$ cat src/rtl/coherence_bus_arbiter.sv
`default_nettype none
// ============================================================================
// Module   : coherence_bus_arbiter
// Purpose  : Registered one-hot arbiter for the shared coherence bus slot,
//            round-robin or fixed priority with aging starvation escape.
// Revision : 1.0
// ============================================================================
module coherence_bus_arbiter #(
  parameter int NREQ    = 4,
  parameter int MODE    = 0,
  parameter int AGE_MAX = 15,
  parameter int IDXW    = $clog2(NREQ)
) (
  input  logic            CLK,
  input  logic            RST,
  input  logic [NREQ-1:0] req,
  input  logic            done,
  input  logic            abort,
  output logic [NREQ-1:0] grant,
  output logic            grant_valid,
  output logic [IDXW-1:0] grant_idx,
  output logic [NREQ-1:0] starve
);

  typedef enum logic [0:0] {
    S_IDLE = 1'b0,
    S_BUSY = 1'b1
  } state_e;

  state_e          state_q, state_d;
  logic [NREQ-1:0] grant_q, grant_d;
  logic [IDXW-1:0] idx_q,   idx_d;
  logic [IDXW-1:0] ptr_q,   ptr_d;

  logic [IDXW-1:0] w_win_idx;
  logic [IDXW-1:0] w_low_idx;
  logic [IDXW-1:0] w_hit_idx;
  logic            w_hit;
  logic            w_take;
  int              w_rot;

  // Winner selection; only meaningful when some req bit is set.
  always_comb begin
    w_win_idx = '0;
    w_low_idx = '0;
    w_hit_idx = '0;
    w_hit     = 1'b0;
    w_rot     = 0;
    if (MODE == 0) begin
      for (int k = NREQ-1; k >= 0; k--) begin
        w_rot = int'(ptr_q) + k;
        if (w_rot >= NREQ) w_rot = w_rot - NREQ;
        if (req[IDXW'(w_rot)]) w_win_idx = IDXW'(w_rot);
      end
    end else begin
      for (int i = NREQ-1; i >= 0; i--) begin
        if (req[i]) w_low_idx = IDXW'(i);
        if (req[i] && starve[i]) begin
          w_hit     = 1'b1;
          w_hit_idx = IDXW'(i);
        end
      end
      w_win_idx = w_hit ? w_hit_idx : w_low_idx;
    end
  end

  always_comb begin
    state_d = state_q;
    grant_d = grant_q;
    idx_d   = idx_q;
    ptr_d   = ptr_q;
    w_take  = 1'b0;
    case (state_q)
      S_IDLE: begin
        if (|req) begin
          state_d = S_BUSY;
          grant_d = {{(NREQ-1){1'b0}}, 1'b1} << w_win_idx;
          idx_d   = w_win_idx;
          w_take  = 1'b1;
        end
      end
      S_BUSY: begin
        // abort wins over done so the owner keeps its turn
        if (abort) begin
          state_d = S_IDLE;
          grant_d = '0;
        end else if (done) begin
          state_d = S_IDLE;
          grant_d = '0;
          ptr_d   = (idx_q == IDXW'(NREQ-1)) ? '0 : idx_q + 1'b1;
        end
      end
      default: begin
        state_d = S_IDLE;
        grant_d = '0;
      end
    endcase
  end

  always_ff @(posedge CLK) begin
    if (RST) begin
      state_q <= S_IDLE;
      grant_q <= '0;
      idx_q   <= '0;
      ptr_q   <= '0;
    end else begin
      state_q <= state_d;
      grant_q <= grant_d;
      idx_q   <= idx_d;
      ptr_q   <= ptr_d;
    end
  end

  generate
    if (MODE == 1) begin : g_age
      localparam int AGEW = $clog2(AGE_MAX + 1);
      for (genvar i = 0; i < NREQ; i++) begin : g_cnt
        logic [AGEW-1:0] age_q, age_d;

        always_comb begin
          age_d = age_q;
          if (!req[i] || (w_take && (w_win_idx == IDXW'(i)))) begin
            age_d = '0;
          end else if (!grant_q[i] && (age_q != AGEW'(AGE_MAX))) begin
            age_d = age_q + 1'b1;
          end
        end

        always_ff @(posedge CLK) begin
          if (RST) age_q <= '0;
          else     age_q <= age_d;
        end

        assign starve[i] = (age_q == AGEW'(AGE_MAX));
      end
    end else begin : g_no_age
      assign starve = '0;
    end
  endgenerate

  assign grant       = grant_q;
  assign grant_valid = (state_q == S_BUSY);
  assign grant_idx   = idx_q;

endmodule
`default_nettype wire

$ cat config.mk
export PLATFORM = sky130hd
export DESIGN_NAME = coherence_bus_arbiter
export DESIGN_NICKNAME = d
export VERILOG_FILES = /design/src/rtl/coherence_bus_arbiter.sv
export SDC_FILE = /design/constraint.sdc
export NUM_CORES = 1
export LEC_CHECK = 0
export BUFFER_PORTS_ARGS = -buffer_cell sky130_fd_sc_hd__buf_4
export CORE_AREA = 2 2 39 41
export CTS_BUF_LIST = sky130_fd_sc_hd__clkbuf_8 sky130_fd_sc_hd__clkbuf_16
export DETAILED_ROUTE_END_ITERATION = 8
export DIE_AREA = 0 0 41 43
export PLACE_DENSITY = 0.69
export SLEW_MARGIN = 20
export SYNTH_ARGS = -nofsm -noshare
export SYNTH_HDL_FRONTEND = slang
export SYNTH_SLANG_ARGS = --single-unit
$ cat constraint.sdc
create_clock -name CLK -period 1.5 [get_ports CLK]
set_input_delay 0.375 -clock CLK [delete_from_list [all_inputs] [get_ports CLK]]
set_output_delay 0.375 -clock CLK [all_outputs]
set_load 0.1 [all_outputs]
* After elaboration in Yosys (flattened, before gate mapping) *
Index checks and enable logic that the tools add are counted.
W data, S select, Z words.

word-level totals
  bits in registers = 9
  input bits = 8
  output and inout bits = 11
  logic and storage cells = 59

cells by class
  add/sub/neg operators = 8
  magnitude comparators = 8
  equality and inequality tests = 3
  shift operators = 1
  mux-type cells = 29
  bitwise gates (word level) = 2
  reductions and logical operators = 4

operator list
  cell                   number
  $mux W2                9
  $lt A2 B4 Y1 const B   4
  $mux W4                3
  $mux W1                11
  $ge A3 B3 Y1 const B   3
  $bmux W1 S2            4
  $pmux W4 S2            1
  $sub A2 B1 Y2 const B  4
  $add A2 B2 Y3 const B  2
  $reduce_and A2 Y1      2
  $reduce_or A4 Y1       1
  $shl A1 B2 Y4 const A  1
  $add A2 B1 Y3 const B  1
  $ge A2 B3 Y1 const B   1
  $ne A3 B3 Y1 const B   1
  $reduce_and A3 Y1      1
  $add A2 B1 Y2 const B  1
  $eq A2 B2 Y1 const B   1
  $ne A2 B2 Y1 const B   1
  $not A1 Y1             2
  $pmux W1 S2            1

* Longest topological paths before layout *
  depth in word-level cells = 13
  mapped depth = 5
  gate-level depth less buffers = 4

* Worst setup path before layout *
No wires, ideal clock.

  path kind = reg-to-reg
  from = register state_q, in the netlist grant_valid
  to = register grant_q[0], in the netlist grant[0]
  setup time = 64 ps
  arrival time = 1738 ps
  data required time = 1436 ps
  setup slack = -301 ps
  cell stages (with the launch flop) = 4
  path buffers = 0
  period minus slack after synthesis = 1801 ps
  cells stage by stage = dfxtp_1 > or3b_1 > a21oi_2 > a32o_2

between the ends
  word-level cells in the longest chain between the ends = 3
  elaborated cells between the ends (all ways) = 5
  classes of those cells = eq/ne (2); mux (1); bitwise (1); reduce/logical (1)

ends and longest elaborated chain
  item                         line  RTL
  start: declaration           30    state_e state_q, state_d;
  start signal: assignment     107   state_q <= state_d;
  $not A1 Y1                   n/a
  $ne A2 B2 Y1 (no line)       n/a
  $reduce_and A2 Y1 (no line)  n/a
  end signal: assignment       108   grant_q <= grant_d;
  end: declaration             31    logic [NREQ-1:0] grant_q, grant_d;

Parallel ways exist; a longest one is shown, timed or not.
A chain may end at the register's enable or synchronous reset.

* Worst setup path after layout *
  from = register ptr_q[1]
  to = register grant_q[0], in the netlist grant[0]

between the ends
  word-level cells in the longest chain between the ends = 13
  elaborated cells between the ends (all ways) = 34
  classes of those cells = add/sub (7); order compare (4); shift (1); mux (22)

ends and longest elaborated chain
  item                                                  line  RTL
  start: declaration                                    33    logic [IDXW-1:0] ptr_q, ptr_d;
  start signal: assignment                              110   ptr_q <= ptr_d;
  $add A2 B2 Y3                                         51    w_rot = int'(ptr_q) + k;
  $ge A3 B3 Y1 / $sub A2 B1 Y2 (equally long branches)  52    if (w_rot >= NREQ) w_rot = w_rot - NREQ;
  $mux W2                                               52
  $bmux W1 S2                                           53    if (req[IDXW'(w_rot)]) w_win_idx = IDXW'(w_rot);
  $mux W1 (not written as such) (2 in series)           53
  $mux W2 (3 in series)                                 53
  $mux W2 (*)                                           53
  $shl A1 B2 Y4 (*)                                     77    grant_d = {{(NREQ-1){1'b0}}, 1'b1} << w_win_idx;
  $mux W4 (*)                                           75    if (|req) begin
  $pmux W4 S2 (*)                                       73    case (state_q)

Mark *: on every way between the ends. The rest lies on a longest branch, timed or not. The select of a mux whose other input is x is not followed.

==> impl_metrics.csv <==
group,metric,value,unit
floorplan,design.core.area,1380,µm²
floorplan,initial_core_util,0.363,
routing,antenna_left,0,
routing,drt-total-wl,972,µm
routing,wl_per_cell,11.6,µm
pwr,p_total,0.763,mW
pwr,internal_power,0.489,mW
floorplan,die_y,43,µm
timing,drv_slew,0,
logic_synthesis,async_reset_ff_frac,0,
logic_synthesis,synth_area,502,µm²
timing,setup_tns,0,ns
hold_path,worstHoldStart,"RST",
logic_synthesis,synth_top_area_share,0.359,
critical_path,path_max_fanout,8,
cts,cts_sinks,9,
pwr,power_switching,0.274,mW
hold_path,min_path_type,"in -> reg",
cts,numCtsBuffers,3,
critical_path,crit_path_top_delay_cell,"dfxtp_1",
final_layout,num_antenna_cells,0,
critical_path,crit_buf_inv,0,
cts,htree_num_levels,1,
logic_synthesis,synth_area_leaders,"dfxtp_1 36%, buf_4 6.0%, a21oi_1 5.0%",
global_routing,grt_max_degree,9,
critical_path,startpoint,"ptr_q[1]$_SDFFE_PP0P_",
cts,post_cts_resized,0,
cts,cts_tree,"done",
global_routing,grt_first_pass_wirelength,1380,µm
global_routing,gr-usage-all-layers,0.120,
global_routing,grt_pass1_vias,327,
timing,fmax,729,MHz
routing,vias,414,
cts,cts_setup_buffers,0,
critical_path,path_cells,"mux2i_1 > nor2_1 > or2_1 > a32o_2",
placed_design,gp_congestion,0.744,
run,maxCapViolCount,0,
final_layout,multi_input_area,284,µm²
timing,final-hold-violation-count,0,
final_layout,area_growth,28.7,%
global_routing,overflow,0,
logic_synthesis,ys_warn_count,0,
logic_synthesis,synth_seq_area_share,0.359,
logic_synthesis,postSynthAreaPerCell,9.65,µm²
placed_design,port_buffers,14,
critical_path,worstPathArrival,1.49,ns
logic_synthesis,synthCells,52,
timing,period_needed,1.37,ns
critical_path,critPathMaxStageDelay,0.48,ns
final_layout,drive_gt1_frac,0.412,
floorplan,die_w,41,µm
final_layout,seqCellArea,184,µm²
logic_synthesis,synth_area_leader_cell,"dfxtp_1",
floorplan,die_area,1760,µm²
floorplan,ioPinCount,19,
critical_path,worstSetupStartpointType,"flip-flop",
logic_synthesis,synth-edff-count,0,
logic_synthesis,ys_ff_latch,9,
pwr,swShare,0.359,
routing,drt_iter0_drc,7,
critical_path,critical_path_class,"reg -> reg",
critical_path,rr_startpoint,"ptr_q[1]$_SDFFE_PP0P_",
timing,clock_skew,0.00359,ns
routing,drc,0,
final_layout,final_common_cell,"buf_4",
timing,setup_viol,0,
critical_path,crit_family,"flip-flops",
pwr,p_leak,0.290,nW
cts,clock_path_buffers,2,
cts,clk_pin_slew,0.05,ns
logic_synthesis,synth.distinct_cells,29,
timing,period_share,0.914,
routing,drt_first_pass_iters,2,
pwr,power_frac_clock,0.355,
pwr,p_seq_frac,0.349,
cts,clock_latency,0.23,ns
placed_design,dp.cells,80,
pwr,pwr-share-comb,0.296,
final_layout,mostFrequentLayoutCells,"14 x buf_4, 6 x dfxtp_1, 5 x nor2_1, 5 x a21oi_1, 4 x conb_1",
placed_design,hpwl,791,µm
pwr,power_per_cell_area,1180,nW/µm²
critical_path,worst_setup_path_end_kind,"flip-flop",
final_layout,final_nets,78,
pwr,ir_drop,557,µV
timing,rsz0062_at_grt,"no",
critical_path,crit_required,1.62,ns
final_layout,instances_no_fill,84,
routing,avgViaCountPerCell,4.93,
cts,hold_buffers,0,
cts,cts_root_buffer,"clkbuf_8",
global_routing,antenna_found_initial,0,
final_layout,fill_cells,135,
status,status,"complete, no violations",
logic_synthesis,ys.flop_type,"dfxtp_1",
floorplan,rows,14,
timing,hold_slack,0.364,ns
==> power by group through the flow <==
| stage | combinational, mW | clock, mW | sequential, mW |
|---|---|---|---|
| final | 0.226 | 0.271 | 0.266 |
| after global routing | 0.235 | 0.289 | 0.268 |
| after CTS | 0.226 | 0.274 | 0.266 |
| after detailed placement | 0.225 | 0 | 0.271 |
| after global placement | 0.224 | 0 | 0.270 |
| after floorplan | 0.104 | 0 | 0.348 |
==> routing by layer <==
| layer | share of wire | global-route usage | vias to the layer above |
|---|---|---|---|
| met4 | 0.014 | 0.0800 | 0 |
| met3 | 0.052 | 0.0314 | 3 |
| met1 | 0.50 | 0.159 | 178 |
| met5 | 0 | 0 | - |
| li1 | - | - | 220 |
| met2 | 0.43 | 0.163 | 13 |
==> cell families after synthesis <==
logic type                 Yosys count  share of synthesized area
AOI/OAI and AO/OA                   17                      0.274
buffers and inverters                7                     0.0973
adders and majority gates            1                     0.0249
and+or+nand+nor                     15                      0.197
muxes                                2                     0.0399
other                                1                    0.00747
DFF                                  9                      0.359
==> worst reg2reg max path: cells and delay by family, from the launching register on <==
kind	cells	cell delay, ns
AOI/OAI and AO/OA	1	0.24
DFF	1	0.48
muxes	1	0.23
and+or+nand+nor	2	0.31
==> synthesized netlist by cell type (2+ instances only) <==
cell type  n
a32o_1     2
a21oi_1    5
nor2_1     5
inv_1      2
mux2i_1    2
buf_4      4
dfxtp_1    9
a32o_2     2
==> final timing paths <==
check,end,slack (ns),cells after the start
worst max-delay path,grant[0]$_SDFFE_PP0P_,0.13,4
worst min-delay path,grant_idx[1]$_SDFFE_PP0P_,0.36,2
worst max register to register,grant[0]$_SDFFE_PP0P_,0.13,4
worst min register to register,grant[2]$_SDFFE_PP0P_,0.47,1
==> per-stage QoR <==
step / setup slack [ns] / util / area [µm²]
floorplan: 0.0311 / - / 517
global placement: 0.0607 / 0.434 / 601
detailed placement: 0.0237 / 0.434 / 601
CTS: 0.134 / 0.467 / 646
global route: 0.0814 / 0.467 / 646
finish: 0.129 / 0.467 / 646
==> registers in the layout (all words and copies together), names as in the netlist <==
register	cells
grant	4
grant_idx	2
ptr_q	2
grant_valid	1
==> layout make-up <==
class                           count  area share
Timing Repair Buffer               14       0.163
Clock buffer                        3      0.0640
Multi-Input combinational cell     39       0.440
Tap cell                           16      0.0310
Clock inverter                      1     0.00581
Inverter                            2      0.0116
Sequential cell                     9       0.285
No activity file was read; power rests on OpenSTA's default activity.
